### config.mk
export PLATFORM = sky130hd
export DESIGN_NAME = multicycle_main_fsm
export DESIGN_NICKNAME = d
export VERILOG_FILES = /design/src/rtl/multicycle_main_fsm.sv
export SDC_FILE = /design/constraint.sdc
export NUM_CORES = 1
export LEC_CHECK = 0
export ABC_AREA = 0
export BUFFER_PORTS_ARGS = -buffer_cell sky130_fd_sc_hd__buf_4
export CAP_MARGIN = 20
export CORE_MARGIN = 10
export CORE_UTILIZATION = 40
export CTS_BUF_LIST = sky130_fd_sc_hd__clkbuf_4 sky130_fd_sc_hd__clkbuf_8 sky130_fd_sc_hd__clkbuf_16
export CTS_CLUSTER_SIZE = 40
export DETAILED_ROUTE_END_ITERATION = 16
export PLACE_DENSITY = 0.7
export SLEW_MARGIN = 15
export SYNTH_ARGS = -nofsm -noshare
export SYNTH_HDL_FRONTEND = slang
export SYNTH_SLANG_ARGS = --single-unit
### constraint.sdc
create_clock -name clk -period 3.97 [get_ports clk]
set_input_delay 0.794 -clock clk [delete_from_list [all_inputs] [get_ports clk]]
set_output_delay 0.794 -clock clk [all_outputs]
set_load 0.02 [all_outputs]
### src/rtl/multicycle_main_fsm.sv
// rtl/multicycle_main_fsm.sv - main control FSM for the multicycle RV32I datapath
module multicycle_main_fsm #(
    parameter int CNT_W = 32
) (
    input  logic             clk,
    input  logic             reset_n,
    input  logic [6:0]       op,
    input  logic             mem_ready,
    output logic             PCUpdate,
    output logic             Branch,
    output logic             IRWrite,
    output logic             RegWrite,
    output logic             MemWrite,
    output logic             AdrSrc,
    output logic [1:0]       ALUSrcA,
    output logic [1:0]       ALUSrcB,
    output logic [1:0]       ResultSrc,
    output logic [1:0]       ALUOp,
    output logic [1:0]       ImmSrc,
    output logic             illegal,
    output logic [CNT_W-1:0] instret
);

    typedef enum logic [3:0] {
        FETCH, DECODE, MEMADR, MEMREAD, MEMWB, MEMWRITE,
        EXECUTER, EXECUTEI, ALUWB, BEQ, JAL, TRAP
    } state_t;

    localparam logic [6:0] OP_LOAD  = 7'b0000011;
    localparam logic [6:0] OP_STORE = 7'b0100011;
    localparam logic [6:0] OP_R     = 7'b0110011;
    localparam logic [6:0] OP_I     = 7'b0010011;
    localparam logic [6:0] OP_BR    = 7'b1100011;
    localparam logic [6:0] OP_JAL   = 7'b1101111;

    state_t state;
    logic   retire;

    // Retirement coincides with every transition back into FETCH.
    always_comb begin
        retire = (state == MEMWB) || (state == ALUWB) || (state == BEQ) ||
                 ((state == MEMWRITE) && mem_ready);
    end

    always_ff @(posedge clk) begin
        if (!reset_n) begin
            state   <= FETCH;
            instret <= '0;
        end else begin
            if (retire) begin
                instret <= instret + CNT_W'(1);
            end
            case (state)
                FETCH:    if (mem_ready) state <= DECODE;
                DECODE: begin
                    case (op)
                        OP_LOAD, OP_STORE: state <= MEMADR;
                        OP_R:              state <= EXECUTER;
                        OP_I:              state <= EXECUTEI;
                        OP_BR:             state <= BEQ;
                        OP_JAL:            state <= JAL;
                        default:           state <= TRAP;
                    endcase
                end
                MEMADR:   state <= op[5] ? MEMWRITE : MEMREAD;
                MEMREAD:  if (mem_ready) state <= MEMWB;
                MEMWB:    state <= FETCH;
                MEMWRITE: if (mem_ready) state <= FETCH;
                EXECUTER: state <= ALUWB;
                EXECUTEI: state <= ALUWB;
                ALUWB:    state <= FETCH;
                BEQ:      state <= FETCH;
                JAL:      state <= ALUWB;
                TRAP:     state <= TRAP;
                default:  state <= TRAP;
            endcase
        end
    end

    logic pc_update_raw, branch_raw, ir_write_raw, reg_write_raw, mem_write_raw;

    always_comb begin
        pc_update_raw = 1'b0;
        branch_raw    = 1'b0;
        ir_write_raw  = 1'b0;
        reg_write_raw = 1'b0;
        mem_write_raw = 1'b0;
        AdrSrc        = 1'b0;
        ALUSrcA       = 2'b00;
        ALUSrcB       = 2'b00;
        ResultSrc     = 2'b00;
        ALUOp         = 2'b00;
        illegal       = 1'b0;
        case (state)
            FETCH: begin
                ALUSrcB       = 2'b10;
                ResultSrc     = 2'b10;
                ir_write_raw  = mem_ready;
                pc_update_raw = mem_ready;
            end
            DECODE: begin
                ALUSrcA = 2'b01;
                ALUSrcB = 2'b01;
            end
            MEMADR: begin
                ALUSrcA = 2'b10;
                ALUSrcB = 2'b01;
            end
            MEMREAD:  AdrSrc = 1'b1;
            MEMWB: begin
                ResultSrc     = 2'b01;
                reg_write_raw = 1'b1;
            end
            MEMWRITE: begin
                AdrSrc        = 1'b1;
                mem_write_raw = 1'b1;
            end
            EXECUTER: begin
                ALUSrcA = 2'b10;
                ALUOp   = 2'b10;
            end
            EXECUTEI: begin
                ALUSrcA = 2'b10;
                ALUSrcB = 2'b01;
                ALUOp   = 2'b10;
            end
            ALUWB:    reg_write_raw = 1'b1;
            BEQ: begin
                ALUSrcA    = 2'b10;
                ALUOp      = 2'b01;
                branch_raw = 1'b1;
            end
            JAL: begin
                ALUSrcA       = 2'b01;
                ALUSrcB       = 2'b10;
                pc_update_raw = 1'b1;
            end
            TRAP:     illegal = 1'b1;
            default:  illegal = 1'b1;
        endcase
    end

    // Write enables are squashed combinationally while reset is held.
    always_comb begin
        PCUpdate = pc_update_raw & reset_n;
        Branch   = branch_raw    & reset_n;
        IRWrite  = ir_write_raw  & reset_n;
        RegWrite = reg_write_raw & reset_n;
        MemWrite = mem_write_raw & reset_n;
    end

    always_comb begin
        case (op)
            OP_LOAD, OP_I: ImmSrc = 2'b00;
            OP_STORE:      ImmSrc = 2'b01;
            OP_BR:         ImmSrc = 2'b10;
            OP_JAL:        ImmSrc = 2'b11;
            default:       ImmSrc = 2'b00;
        endcase
    end

endmodule

==> flow_summary.ini <==
[setup_path]
critPathLaunchType = register
worstPathRequired_ns = 3.18
cp_max_fo = 30
criticalPathCategory = reg -> out
critPathSlowestCell = dfxtp_1
cp-end-kind = output port
critPathMaxStageDelay_ns = 0.92
cp.arrival_ns = 2.03
crit_chain = or2_1 > a21oi_1 > a211oi_1 > buf_4

[grt]
grt_pass1_wl_um = 9180
grt_max_degree = 33
track_usage_pct = 12.6
grt_pass1_vias = 1920
antenna_found_initial = 0
overflow = 0

[floorplan]
num_rows = 26
fp.dieW_um = 93.5
ioPinCount = 59
initial_utilization_pct = 41.8
fp.coreArea_um2 = 5170
dieHeight_um = 93.5
die-area_um2 = 8740

[synth]
synth_warnings = 0
synth.cell_area_um2 = 2160
ys_async_sr_fraction_pct = 0
synth_seq_area_share_pct = 33.4
synth.avg_cell_area_um2 = 7.69
synth_seq_cells = 36
ys_top_cells_by_area = dfxtp_1, xnor2_1, nor2_1
yosysTopAreaCell = dfxtp_1
synth-edff-count = 0
yosys_most_used_dff = dfxtp_1
synth_cells = 281
syn-num-nets = 292
yosysUniqueCellTypes = 48
synth_top_area_share_pct = 33.4

[place]
gp_congestion = 0.836
hpwl_um = 4090
portBuffers = 58

[clock_tree]
clockBufferDepth = 2
cts_setup_buffers = 0
path_clk_slew_ns = 0.08
htreeDepth = 2
postCtsHoldBufs = 0
clock-sinks = 36
cts_tree = built
post_cts_resized = 0
cts_buffers = 5
cts-root-buf = clkbuf_8
clock_latency_ns = 0.29

[flow_run]
drv_cap = 0

[sta]
drv_slew = 0
finalHoldViolations = 0
fin_skew_ns = 0.0103
fin_setup_tns_ns = 0
slew_headroom_pct = 33.3
tightest_slew_ns = 0.999
max_clock_freq_ghz = 0.354
rsz0062_at_grt = no
fin_crit_ns = 2.82
finalCritPeriodShare_pct = 71.1
setup_viol = 0

[detailed_routing]
viasPerCell = 5.34
drt_first_pass_iters = 4
drt-total-wl_um = 5550
antenna_left = 0
drcViolationCount = 0
num_vias = 2126
drt-initial-drc-count = 157
wire_per_inst_um = 13.9

[power]
p_per_area_nw_per_um2 = 446
peakVddDrop_uv = 248
leakagePower_nw = 1.03

[layout]
final_util_pct = 52.4
fill_cells = 494
drive_gt1_share_pct = 22.6
syn_to_final_growth_pct = 25.6
diodes = 0
final_nets = 338

[status]
status = finished, final reports clean

[hold_path]
hp-class = reg -> reg
[registers in the layout, summed over array words and instances, names as in the netlist]
register,count
state,4
instret,32
[placed cells by master (no fill, tap or decap), types with 2 or more instances in the layout]
master | netlist | routed
nor4b_1 | 4 | 4
nand2_1 | 19 | 19
and3_1 | 6 | 6
o21ai_0 | 12 | 12
a211oi_1 | 3 | 3
and4_1 | 4 | 4
nand2b_1 | 11 | 11
o31ai_1 | 2 | 2
nor4_1 | 12 | 12
mux2i_1 | 3 | 3
nand4_1 | 6 | 6
nor2b_1 | 4 | 4
clkbuf_8 | 0 | 6
clkinv_2 | 0 | 2
nand3_1 | 13 | 13
nor3_1 | 7 | 7
nor2_1 | 37 | 37
and2_1 | 5 | 5
a21oi_1 | 17 | 17
nor3b_1 | 4 | 4
xnor2_1 | 23 | 23
buf_4 | 0 | 58
or3_1 | 8 | 8
dfxtp_1 | 36 | 36
or2_2 | 2 | 2
[synthesized netlist by cell type, drive strengths merged, types with 2 or more instances]
master / number
nor2b: 4
or3: 8
a211oi: 3
buf: 6
nor3: 7
and4: 4
nor3b: 4
or2: 3
and3: 6
o21ai: 12
or4: 2
nor2: 37
xnor2: 23
clkbuf: 14
mux2i: 3
nand2b: 11
a21oi: 17
dfxtp: 36
o31ai: 2
nor4: 12
nand3: 13
nor4b: 4
nand2: 19
and2: 5
nand4: 7
[report_power, final]
group | total, mW | switching [mW] | internal (mW)
sequential | 0.469 | 0.0894 | 0.380
combinational | 0.471 | 0.262 | 0.209
clock | 0.269 | 0.130 | 0.138
[final timing paths]
check / startpoint / to / slack, ns / depth (start not counted)
max: state[1] / ALUSrcB[0] / 1.15 / 4
min reg2reg: instret[28] / instret[28] / 0.49 / 2
min: instret[28] / instret[28] / 0.49 / 2
max reg2reg: state[3] / instret[31] / 1.29 / 6
[per-layer routing]
| metal | track usage, % | vias to the layer above | wire (µm) |
|---|---|---|---|
| li1 | - | 1094 | - |
| met1 | 15.0 | 977 | 2480 |
| met2 | 20.1 | 51 | 2620 |
| met3 | 4.64 | 4 | 407 |
| met4 | 4.63 | 0 | 41 |
| met5 | 0 | - | 0 |
[worst max-delay path, delay by kind of cell (launching register included)]
kind / cells / cell delay [ns]
AO/OA/AOI/OAI: 2 / 0.36
AND/OR/NAND/NOR: 1 / 0.28
flip-flops: 1 / 0.92
buffers and inverters: 1 / 0.18
[metrics by stage]
step | power, mW | hold slack, ns | worst slack, ns | instance area (µm²) | cells
finish | 1.21 | 0.491 | 1.15 | 2710 | 398
global route | 1.29 | 0.509 | 0.992 | 2710 | 398
CTS | 1.21 | 0.491 | 1.14 | 2700 | 397
detailed placement | 0.937 | 0.481 | 1.17 | 2610 | 389
global placement | 0.933 | 0.462 | 1.17 | 2610 | 389
floorplan | 0.787 | 0.551 | 1.28 | 2160 | 281
[layout make-up]
type	instances	area (µm²)	share of cell area, %
tap	70	87.6	3.23
clock buffer	6	82.6	3.05
sequential	36	721	26.6
multi-input combinational	223	1360	50.0
clock inverter	2	10.0	0.369
timing repair buffer	59	447	16.5
inverter	2	7.51	0.277
[cells by family (layout without fill, tap and decap cells)]
logic type / count (synthesis) / count (layout) / synth area share, %
flops: 36 / 36 / 33.4
compound gates: 44 / 44 / 12.4
fa+ha+maj: 2 / 2 / 1.04
xor+xnor: 23 / 23 / 9.33
simple gates: 151 / 151 / 38.5
mux: 3 / 3 / 1.39
buf+inv: 22 / 69 / 4.00
Power figures use the tool's default switching activity.
